## src/rtl/muldiv_sequencer.sv

```systemverilog
// RV32M multiply/divide sequencer: XLEN-cycle shift-add / restoring-divide, done pulse XLEN+2 cycles after accept (1 for div-by-zero/overflow).
// Holds the pipeline with a combinational stall; a start while busy is ignored, and flush abandons the op with the result left unchanged.
module muldiv_sequencer #(
  parameter int XLEN = 32
) (
  input  logic            clk,
  input  logic            rst,
  input  logic            start,
  input  logic            flush,
  input  logic [2:0]      funct3,
  input  logic [XLEN-1:0] srca,
  input  logic [XLEN-1:0] srcb,
  output logic            stall,
  output logic            busy,
  output logic            done,
  output logic [XLEN-1:0] result
);

  localparam int CW = $clog2(XLEN);
  localparam logic [CW-1:0]   CNT_LAST = CW'(XLEN - 1);
  localparam logic [CW-1:0]   CNT_ONE  = CW'(1);
  localparam logic [XLEN-1:0] MIN_NEG  = {1'b1, {(XLEN-1){1'b0}}};

  typedef enum logic [1:0] {IDLE, CALC, FIXUP, DONE} state_t;

  state_t          state_q, state_d;
  logic [CW-1:0]   cnt_q, cnt_d;
  logic [2:0]      op_q, op_d;
  logic            sign_a_q, sign_a_d;
  logic            sign_b_q, sign_b_d;
  logic [XLEN-1:0] hi_q, hi_d;
  logic [XLEN-1:0] lo_q, lo_d;
  logic [XLEN-1:0] opnd_q, opnd_d;
  logic [XLEN-1:0] result_q, result_d;

  logic            is_div, a_signed, b_signed, div_zero, div_ovf;
  logic [XLEN-1:0] abs_a, abs_b, fast_res;
  logic [XLEN-1:0] mul_addend;
  logic [XLEN:0]   mul_sum, div_trial;
  logic [2*XLEN-1:0] prod_fix;
  logic [XLEN-1:0] quot_fix, rem_fix, fix_res;

  // Operand decode for the op presented by EX.
  always_comb begin
    is_div   = funct3[2];
    a_signed = (funct3 == 3'b001) || (funct3 == 3'b010) ||
               (funct3 == 3'b100) || (funct3 == 3'b110);
    b_signed = (funct3 == 3'b001) || (funct3 == 3'b100) || (funct3 == 3'b110);
    abs_a    = (a_signed && srca[XLEN-1]) ? -srca : srca;
    abs_b    = (b_signed && srcb[XLEN-1]) ? -srcb : srcb;
    div_zero = is_div && (srcb == '0);
    div_ovf  = is_div && !funct3[0] && (srca == MIN_NEG) && (srcb == '1);
    if (div_zero) fast_res = funct3[1] ? srca : '1;
    else          fast_res = funct3[1] ? '0 : srca;
  end

  // hi/lo hold {product} for multiply and {remainder, quotient} for divide;
  // opnd holds the multiplicand or the divisor.
  always_comb begin
    mul_addend = lo_q[0] ? opnd_q : '0;
    mul_sum    = {1'b0, hi_q} + {1'b0, mul_addend};
    div_trial  = {hi_q, lo_q[XLEN-1]} - {1'b0, opnd_q};
    prod_fix   = (sign_a_q ^ sign_b_q) ? -{hi_q, lo_q} : {hi_q, lo_q};
    quot_fix   = (sign_a_q ^ sign_b_q) ? -lo_q : lo_q;
    rem_fix    = sign_a_q ? -hi_q : hi_q;
    case (op_q)
      3'b000:                 fix_res = prod_fix[XLEN-1:0];
      3'b001, 3'b010, 3'b011: fix_res = prod_fix[2*XLEN-1:XLEN];
      3'b100, 3'b101:         fix_res = quot_fix;
      default:                fix_res = rem_fix;
    endcase
  end

  always_comb begin
    state_d  = state_q;
    cnt_d    = cnt_q;
    op_d     = op_q;
    sign_a_d = sign_a_q;
    sign_b_d = sign_b_q;
    hi_d     = hi_q;
    lo_d     = lo_q;
    opnd_d   = opnd_q;
    result_d = result_q;

    case (state_q)
      IDLE: begin
        if (start && !flush) begin
          op_d     = funct3;
          sign_a_d = a_signed && srca[XLEN-1];
          sign_b_d = b_signed && srcb[XLEN-1];
          cnt_d    = '0;
          hi_d     = '0;
          lo_d     = is_div ? abs_a : abs_b;
          opnd_d   = is_div ? abs_b : abs_a;
          if (div_zero || div_ovf) begin
            result_d = fast_res;
            state_d  = DONE;
          end else begin
            state_d  = CALC;
          end
        end
      end
      CALC: begin
        cnt_d = cnt_q + CNT_ONE;
        if (op_q[2]) begin
          if (!div_trial[XLEN]) begin
            hi_d = div_trial[XLEN-1:0];
            lo_d = {lo_q[XLEN-2:0], 1'b1};
          end else begin
            hi_d = {hi_q[XLEN-2:0], lo_q[XLEN-1]};
            lo_d = {lo_q[XLEN-2:0], 1'b0};
          end
        end else begin
          {hi_d, lo_d} = {mul_sum, lo_q[XLEN-1:1]};
        end
        if (cnt_q == CNT_LAST) state_d = FIXUP;
      end
      FIXUP: begin
        result_d = fix_res;
        state_d  = DONE;
      end
      DONE:    state_d = IDLE;
      default: state_d = IDLE;
    endcase

    // A flushed op never lands its result, even from FIXUP.
    if (flush) begin
      state_d  = IDLE;
      result_d = result_q;
    end
  end

  always_ff @(posedge clk) begin
    if (rst) begin
      state_q  <= IDLE;
      cnt_q    <= '0;
      op_q     <= '0;
      sign_a_q <= 1'b0;
      sign_b_q <= 1'b0;
      hi_q     <= '0;
      lo_q     <= '0;
      opnd_q   <= '0;
      result_q <= '0;
    end else begin
      state_q  <= state_d;
      cnt_q    <= cnt_d;
      op_q     <= op_d;
      sign_a_q <= sign_a_d;
      sign_b_q <= sign_b_d;
      hi_q     <= hi_d;
      lo_q     <= lo_d;
      opnd_q   <= opnd_d;
      result_q <= result_d;
    end
  end

  assign stall  = ((state_q == IDLE) && start && !flush) ||
                  (state_q == CALC) || (state_q == FIXUP);
  assign busy   = (state_q != IDLE);
  assign done   = (state_q == DONE);
  assign result = result_q;

endmodule

```

## config.mk

```make
export PLATFORM = sky130hd
export DESIGN_NAME = muldiv_sequencer
export DESIGN_NICKNAME = d
export VERILOG_FILES = /design/src/rtl/muldiv_sequencer.sv
export SDC_FILE = /design/constraint.sdc
export NUM_CORES = 1
export LEC_CHECK = 0
export BUFFER_PORTS_ARGS = -buffer_cell sky130_fd_sc_hd__clkbuf_2
export CORE_ASPECT_RATIO = 1.5
export CORE_MARGIN = 2
export CORE_UTILIZATION = 57
export CTS_CLUSTER_SIZE = 8
export DETAILED_ROUTE_END_ITERATION = 10
export MAX_ROUTING_LAYER = met4
export PLACE_DENSITY = 0.78
export SYNTH_ARGS = -nofsm -noshare
export SYNTH_HDL_FRONTEND = slang
export SYNTH_SLANG_ARGS = --single-unit
```

## constraint.sdc

```tcl
create_clock -name clk -period 3.2 [get_ports clk]
set_input_delay 0.64 -clock clk [delete_from_list [all_inputs] [get_ports clk]]
set_output_delay 0.64 -clock clk [all_outputs]
set_load 0.01 [all_outputs]
```

==> results of run 1 <==
==> sequential cells by signal, indices dropped and copies added (netlist names) <==
register  cells
op_q          3
state_q       2
result       32
lo_q         32
opnd_q       32
sign_b_q      1
hi_q         32
cnt_q         5
sign_a_q      1
==> per-layer routing <==
metal,vias to the layer above,global-route usage,part of all wire
met3,419,0.0773,0.082
met2,1141,0.771,0.47
met5,-,-,0
met4,0,0.429,0.11
li1,8241,-,-
met1,8609,0.495,0.34
==> cell usage in the layout (no fill, tap or decap), drive strengths merged, types with 21 or more instances in the layout <==
cell type	count
buf	371
nor2	227
nand2	206
a21oi	184
o21ai	165
dfxtp	140
clkbuf	126
xor2	90
xnor2	86
nor3	82
ha	75
inv	66
mux2i	55
a211oi	47
o211ai	33
a21o	33
a22oi	29
maj3	29
nand3	26
mux2	25
a31oi	25
nand2b	22
o31ai	21
or3	21
==> worst min-delay path, stage by stage, from the launching register on <==
cell and delay, ns:
sky130_fd_sc_hd__dfxtp_1 0.31, sky130_fd_sc_hd__nand2_1 0.05, sky130_fd_sc_hd__a21oi_1 0.05
==> per-stage QoR <==
stage	hold WS (ns)	total power [W]
final	0.457	0.00599
after global placement	0.443	0.00377
after global routing	0.468	0.00616
after floorplan	0.432	0.00297
after CTS	0.452	0.00580
after detailed placement	0.445	0.00381
==> worst max-delay path by stage <==
stage,from,endpoint,slack (ns),depth (start not counted)
3_3_place_gp,srcb[0],result[22],-0.44,13
4_1_cts,opnd_q[0],hi_q[1],-0.01,14
6_report,opnd_q[9],hi_q[13],-0.09,15
2_1_floorplan,srcb[12],result[10],-0.07,12
5_1_grt,lo_q[0],hi_q[27],-0.34,14
3_5_place_dp,srcb[0],result[14],-0.50,13
==> where the power goes <==
group          leakage (nW)  switching, W  internal (W)
Combinational          6.84       0.00120      0.000887
Clock                 0.273      0.000883       0.00111
Sequential             1.14     0.0000901       0.00181
==> cells by family after synthesis <==
group,after synthesis,synth area share
and+or+nand+nor,709,0.226
muxes,80,0.0565
buffers and inverters,218,0.0569
DFF,140,0.190
xor gates and xnor gates,176,0.105
AOI/OAI and AO/OA,650,0.280
adders and majority gates,106,0.0862
==> area by class of cell <==
cell class | count | area share
Inverter | 66 | 0.0130
Multi-Input combinational cell | 1722 | 0.609
Clock buffer | 20 | 0.0237
Tap cell | 333 | 0.0216
Timing Repair Buffer | 477 | 0.180
Clock inverter | 11 | 0.00578
Sequential cell | 140 | 0.146
==> cells in the mapped netlist, types with 26 or more instances <==
| library cell | count |
|---|---|
| sky130_fd_sc_hd__a211oi_1 | 47 |
| sky130_fd_sc_hd__a21o_1 | 33 |
| sky130_fd_sc_hd__a21oi_1 | 184 |
| sky130_fd_sc_hd__a22oi_1 | 29 |
| sky130_fd_sc_hd__clkbuf_1 | 130 |
| sky130_fd_sc_hd__dfxtp_1 | 140 |
| sky130_fd_sc_hd__ha_1 | 75 |
| sky130_fd_sc_hd__inv_1 | 63 |
| sky130_fd_sc_hd__maj3_1 | 29 |
| sky130_fd_sc_hd__mux2i_1 | 55 |
| sky130_fd_sc_hd__nand2_1 | 206 |
| sky130_fd_sc_hd__nand3_1 | 26 |
| sky130_fd_sc_hd__nor2_1 | 226 |
| sky130_fd_sc_hd__nor3_1 | 80 |
| sky130_fd_sc_hd__o211ai_1 | 33 |
| sky130_fd_sc_hd__o21ai_0 | 144 |
| sky130_fd_sc_hd__xnor2_1 | 86 |
| sky130_fd_sc_hd__xor2_1 | 90 |
==> timing repair <==
item                       CTS  global route
pin swaps                   25            36
cloned                       0             4
buffers inserted             4            21
gates resized for setup     57            75
setup endpoints to repair   29            59
==> reports/metrics.cfg, run 1 <==
[floorplan]
start_util = 0.575
rows = 72
num_io_pins = 106
fp.dieArea_um2 = 27200
core_um2 = 25600
die-height_um = 201
horizontal_die_dimension_um = 135

[timing]
slew_headroom = 0.427
final.period_utilization = 1.03
fin_skew_ns = 0.0194
final_ws_setup_ns = -0.0935
maxSlewViolCount = 0
final.setup.tns_ns = -0.614
finalHoldViolCount = 0
worst-slew-pin-transition_ns = 0.858
setup_viol_count_final = 18
rsz0062_at_grt = true
max_clock_freq_mhz = 304
finalWorstPathRequiredPeriod_ns = 3.29

[clock_network]
clock_latency_ns = 0.47
htreeDepth = 4
cts.root.buffer_cell = sky130_fd_sc_hd__clkbuf_16
numCtsBuffers = 17
cts.sink_count = 140
cts_hold_buf = 0
clkSlewWorstSetupHoldPaths_ns = 0.07
deepest_clock_path_buffer_count = 2
cts_tree = yes

[min_path]
endpoint_of_the_worst_hold_path = opnd_q[4]
hold_wc_path_type = reg2reg
min_from = opnd_q[4]
hold-path-cell-count = 2

[grt]
number_of_antenna_violations_at_the_first_check_in_global_routing = 0
overflow = 0
grt_pass1_wl_um = 96800
maximum_number_of_pins_on_one_net_before_global_route_repair = 65
grt.total_usage = 0.478
grt_pass1_vias = 17411

[worst_setup_path]
cpPeakStageDelay_ns = 0.51
crit_fanout = 5
timing.critical_path.from_type = flip-flop
cp.buffers_inverters = 5
r2r-start = opnd_q[9]
setup.worst_path.end_class = flip-flop
worstSetupPathType = reg2reg
critical_path.most_common_cell = sky130_fd_sc_hd__buf_4
cp_cell_sequence = inv_2 > ha_4 > a211oi_2 > o21bai_1 > a21oi_2 > o211ai_1 > and3b_2 > or4_4 > o311ai_4 > buf_12 > buf_4 > clkbuf_16 > buf_4 > mux2i_1 > o21ai_1
crit_required_ns = 3.54
path_delay_family = compound AO/OA/AOI/OAI gates
worst_path_max_delay_cell = sky130_fd_sc_hd__or4_4
critPathArrivalTime_ns = 3.64
worst-r2r-cell-count = 15
ff2ff_setup_slack_ns = -0.09
regToRegEndpoint = hi_q[13]

[final_layout]
stdcell_count = 2769
layout-drive-gt1-share = 0.272
final.fill_count = 1997
antennaDiodeCount = 0
regArea_um2 = 2820
multi_input_comb_area_um2 = 11700
post-route-util = 0.753
area_growth_syn_to_layout_pct = 30.8
num-nets-final = 2572
fin_area_um2 = 19300

[logic_synthesis]
synth-edff-count = 0
syn-num-nets = 2227
synth_area_leaders = sky130_fd_sc_hd__dfxtp_1 19%, sky130_fd_sc_hd__ha_1 6.4%, sky130_fd_sc_hd__a21oi_1 6.3%
number_of_synthesized_register_bits = 140
syn_inst = 2079
synth.yosys.warnings = 0
post-synth-top-area-cell = sky130_fd_sc_hd__dfxtp_1
ys_dominant_reg_cell = sky130_fd_sc_hd__dfxtp_1
synth.yosys.seq_area_share = 0.190
asyncSetResetFlopFracSynth = 0
synth.avg_cell_area_um2 = 7.08
synthDistinctLibCells = 82
cell_area_after_synthesis_um2 = 14700
yosysTopAreaCellShare = 0.190

[placement]
place_inst = 2713
dp_hpwl_um = 50300
place_area_um2 = 17900
finalWeightedCongestion = 1.11
place_worst_setup_slack_ns = -0.499
portbufs = 105

[routing]
dr.pass1.iters = 9
drt-initial-drc-count = 1607
drt-wirelength-per-cell_um = 24.0
route.detailed.vias_per_inst = 6.65
vias = 18410
ant_nets = 0
drt-total-wl_um = 66300
route.detailed.drc = 0

[outcome]
status = finished, violations left
violations = setup timing

[pwr]
power-per-cell-area_nw_per_um2 = 311
power.static_leakage_nw = 8.25
irDropWorstVdd_uv = 419

[run]
max_cap_violations = 0

No activity file was read; power rests on OpenSTA's default activity.
==> run 2, diff against run 1 <==
--- a/config.mk
+++ b/config.mk
@@ -12,7 +12,7 @@
 export CTS_CLUSTER_SIZE = 8
 export DETAILED_ROUTE_END_ITERATION = 10
 export MAX_ROUTING_LAYER = met4
-export PLACE_DENSITY = 0.78
+export PLACE_DENSITY = 0.87
 export SYNTH_ARGS = -nofsm -noshare
 export SYNTH_HDL_FRONTEND = slang
 export SYNTH_SLANG_ARGS = --single-unit
==> run 2 against run 1 <==
- the flow still finishes with violations (setup timing)
- power is 0.49% lower
- utilization is 0.83 points lower
- sequential power hardly changed
- die area stayed put
- final area is 1.1% lower
- worst setup slack worse by 0.065 ns
- clock power hardly changed
- first-iteration DRC count is 28% higher
- non-clock buffer count is 16 lower
- highest routed layer unchanged
==> reports/metrics.cfg, run 2 (synthesized netlist as in run 1, its figures left out) <==
[timing]
worst-slew-pin-transition_ns = 0.920  ; +0.0613 ns
final.setup.tns_ns = -0.350  ; +0.264 ns
rsz0062_at_grt = true
finalHoldViolCount = 0  ; unchanged
final_ws_setup_ns = -0.158  ; -0.0646 ns
slew_headroom = 0.379  ; -0.0480
fin_worst_hold_slack_ns = 0.460  ; +0.00299 ns
final.period_utilization = 1.05  ; +0.0202
fin_skew_ns = 0.0157  ; -0.00374 ns
setup_viol_count_final = 6  ; -12
max_clock_freq_mhz = 298  ; -1.9%
finalWorstPathRequiredPeriod_ns = 3.36  ; +0.0646 ns
maxSlewViolCount = 0  ; unchanged

[worst_setup_path]
worstSetupPathType = reg2reg
setup.worst_path.end_class = flip-flop
path_delay_family = compound AO/OA/AOI/OAI gates
worstSetupEndpoint = hi_q[1]
cp.buffers_inverters = 2  ; -3
worst-r2r-cell-count = 12  ; -3
regToRegEndpoint = hi_q[1]
r2r-start = opnd_q[17]
crit_required_ns = 3.58  ; +0.04 ns
critical_path.most_common_cell = sky130_fd_sc_hd__a21oi_1
critPathArrivalTime_ns = 3.74  ; +0.10 ns
cp_num_cells = 12  ; -3
worst_path_max_delay_cell = sky130_fd_sc_hd__or4_4
timing.critical_path.from_type = flip-flop
cpPeakStageDelay_ns = 0.55  ; +0.04 ns
ff2ff_setup_slack_ns = -0.16  ; -0.06 ns
cp-startpoint = opnd_q[17]
crit_fanout = 6  ; +1
cp_cell_sequence = inv_1 > ha_1 > a21oi_1 > o21ai_0 > a21o_1 > o31a_1 > or4_4 > o311ai_4 > buf_12 > mux2_2 > a211o_1 > a21oi_1

[placement]
portbufs = 105  ; unchanged
finalWeightedCongestion = 1.09  ; -1.9%
place_worst_setup_slack_ns = -0.521  ; -0.0215 ns
dp_hpwl_um = 49200  ; -2.3%
place_inst = 2710  ; -0.11%

[outcome]
status = finished, violations left
violations = setup timing

[final_layout]
area_growth_syn_to_layout_pct = 29.4
final.fill_count = 1903  ; -4.7%
layout-drive-gt1-share = 0.270  ; -0.00162
regArea_um2 = 2820  ; about the same
multi_input_comb_area_um2 = 11700  ; -0.13%
antennaDiodeCount = 0  ; unchanged
num-nets-final = 2557  ; -0.58%
layout_commonest_cell = sky130_fd_sc_hd__buf_4
final_cell_mix = 347 x sky130_fd_sc_hd__buf_4, 217 x sky130_fd_sc_hd__nor2_1, 204 x sky130_fd_sc_hd__nand2_1
stdcell_count = 2754  ; -0.54%

[clock_network]
htreeDepth = 4  ; unchanged
cts_tree = yes
cts_hold_buf = 0  ; unchanged
numCtsBuffers = 17  ; unchanged
clock_latency_ns = 0.47  ; about the same
cts.root.buffer_cell = sky130_fd_sc_hd__clkbuf_16
deepest_clock_path_buffer_count = 2  ; unchanged
clkSlewWorstSetupHoldPaths_ns = 0.07  ; about the same
cts.sink_count = 140  ; unchanged

[grt]
grt_pass1_vias = 17414  ; +0.017%
grt.total_usage = 0.478  ; about the same
grt_use_met3 = 0.104  ; +0.0268
grt_pass1_wl_um = 97500  ; +0.71%
globalRouteMet2Util = 0.742  ; -0.0292
maximum_number_of_pins_on_one_net_before_global_route_repair = 105  ; +62%
met1_usage = 0.492  ; -0.00306
number_of_antenna_violations_at_the_first_check_in_global_routing = 0  ; unchanged
overflow = 0  ; unchanged
gr-max-usage-layer = met2

[run]
max_cap_violations = 0  ; unchanged

[floorplan]
horizontal_die_dimension_um = 135  ; unchanged
die-height_um = 201  ; unchanged
fp.dieArea_um2 = 27200  ; unchanged
core_um2 = 25600  ; unchanged
start_util = 0.575  ; unchanged
rows = 72  ; unchanged
num_io_pins = 106  ; unchanged

[min_path]
hold_wc_path_type = reg2reg

[pwr]
power.static_leakage_nw = 8.12  ; -1.7%
power-per-cell-area_nw_per_um2 = 313  ; +0.61%
post-layout-total-power_w = 0.00596  ; -0.49%
irDropWorstVdd_uv = 433  ; +3.5%

[routing]
dr.pass1.iters = 8  ; -1
drt-initial-drc-count = 2051  ; +28%
ant_nets = 0  ; unchanged
route.detailed.drc = 0  ; unchanged
route.detailed.vias_per_inst = 6.70  ; +0.77%
drt-total-wl_um = 65400  ; -1.4%
drt-wirelength-per-cell_um = 23.8  ; -0.84%
vias = 18451  ; +0.22%

==> run 2: power breakdown <==
part           total, W  switching, W  internal, W
Clock           0.00200      0.000915      0.00108
Sequential      0.00188     0.0000726      0.00181
Combinational   0.00208       0.00124     0.000844
Total           0.00596       0.00222      0.00373
==> run 2: timing repair <==
item,4_1_cts,5_1_grt
gates resized for setup,48,83
buffers inserted,2,10
pin swaps,15,39
setup endpoints to repair,47,64
cloned,0,2
==> run 2: worst min-delay path: stages, from the launching register on <==
cell and delay (ns):
sky130_fd_sc_hd__dfxtp_1 0.31, sky130_fd_sc_hd__nand2_1 0.05, sky130_fd_sc_hd__a21oi_1 0.05
==> run 2: cell type report <==
cell class | count | area share
Tap cell | 333 | 0.0219
Timing Repair Buffer | 461 | 0.172
Inverter | 66 | 0.0133
Clock inverter | 14 | 0.00729
Multi-Input combinational cell | 1723 | 0.615
Clock buffer | 17 | 0.0223
Sequential cell | 140 | 0.148
==> run 2: routing by layer <==
layer	wire length [um]	vias up
met2	29600	1246
met1	21700	8469
li1	-	8218
met3	6260	518
met4	7910	0
met5	0	-
==> run 2: worst min-delay path by stage <==
stage	start	to	slack, ns	depth (start not counted)
6_report	opnd_q[29]	opnd_q[29]	0.46	2
5_1_grt	opnd_q[29]	opnd_q[29]	0.47	2
4_1_cts	opnd_q[3]	opnd_q[3]	0.46	2
3_5_place_dp	opnd_q[3]	opnd_q[3]	0.45	2
3_3_place_gp	opnd_q[20]	opnd_q[20]	0.44	2
2_1_floorplan	opnd_q[18]	opnd_q[18]	0.43	2
==> run 2: per-stage QoR <==
step,utilization,cell area [um2]
6_report,0.745,19100
5_1_grt,0.745,19100
4_1_cts,0.727,18600
3_5_place_dp,0.696,17800
3_3_place_gp,0.696,17800
2_1_floorplan,-,14800
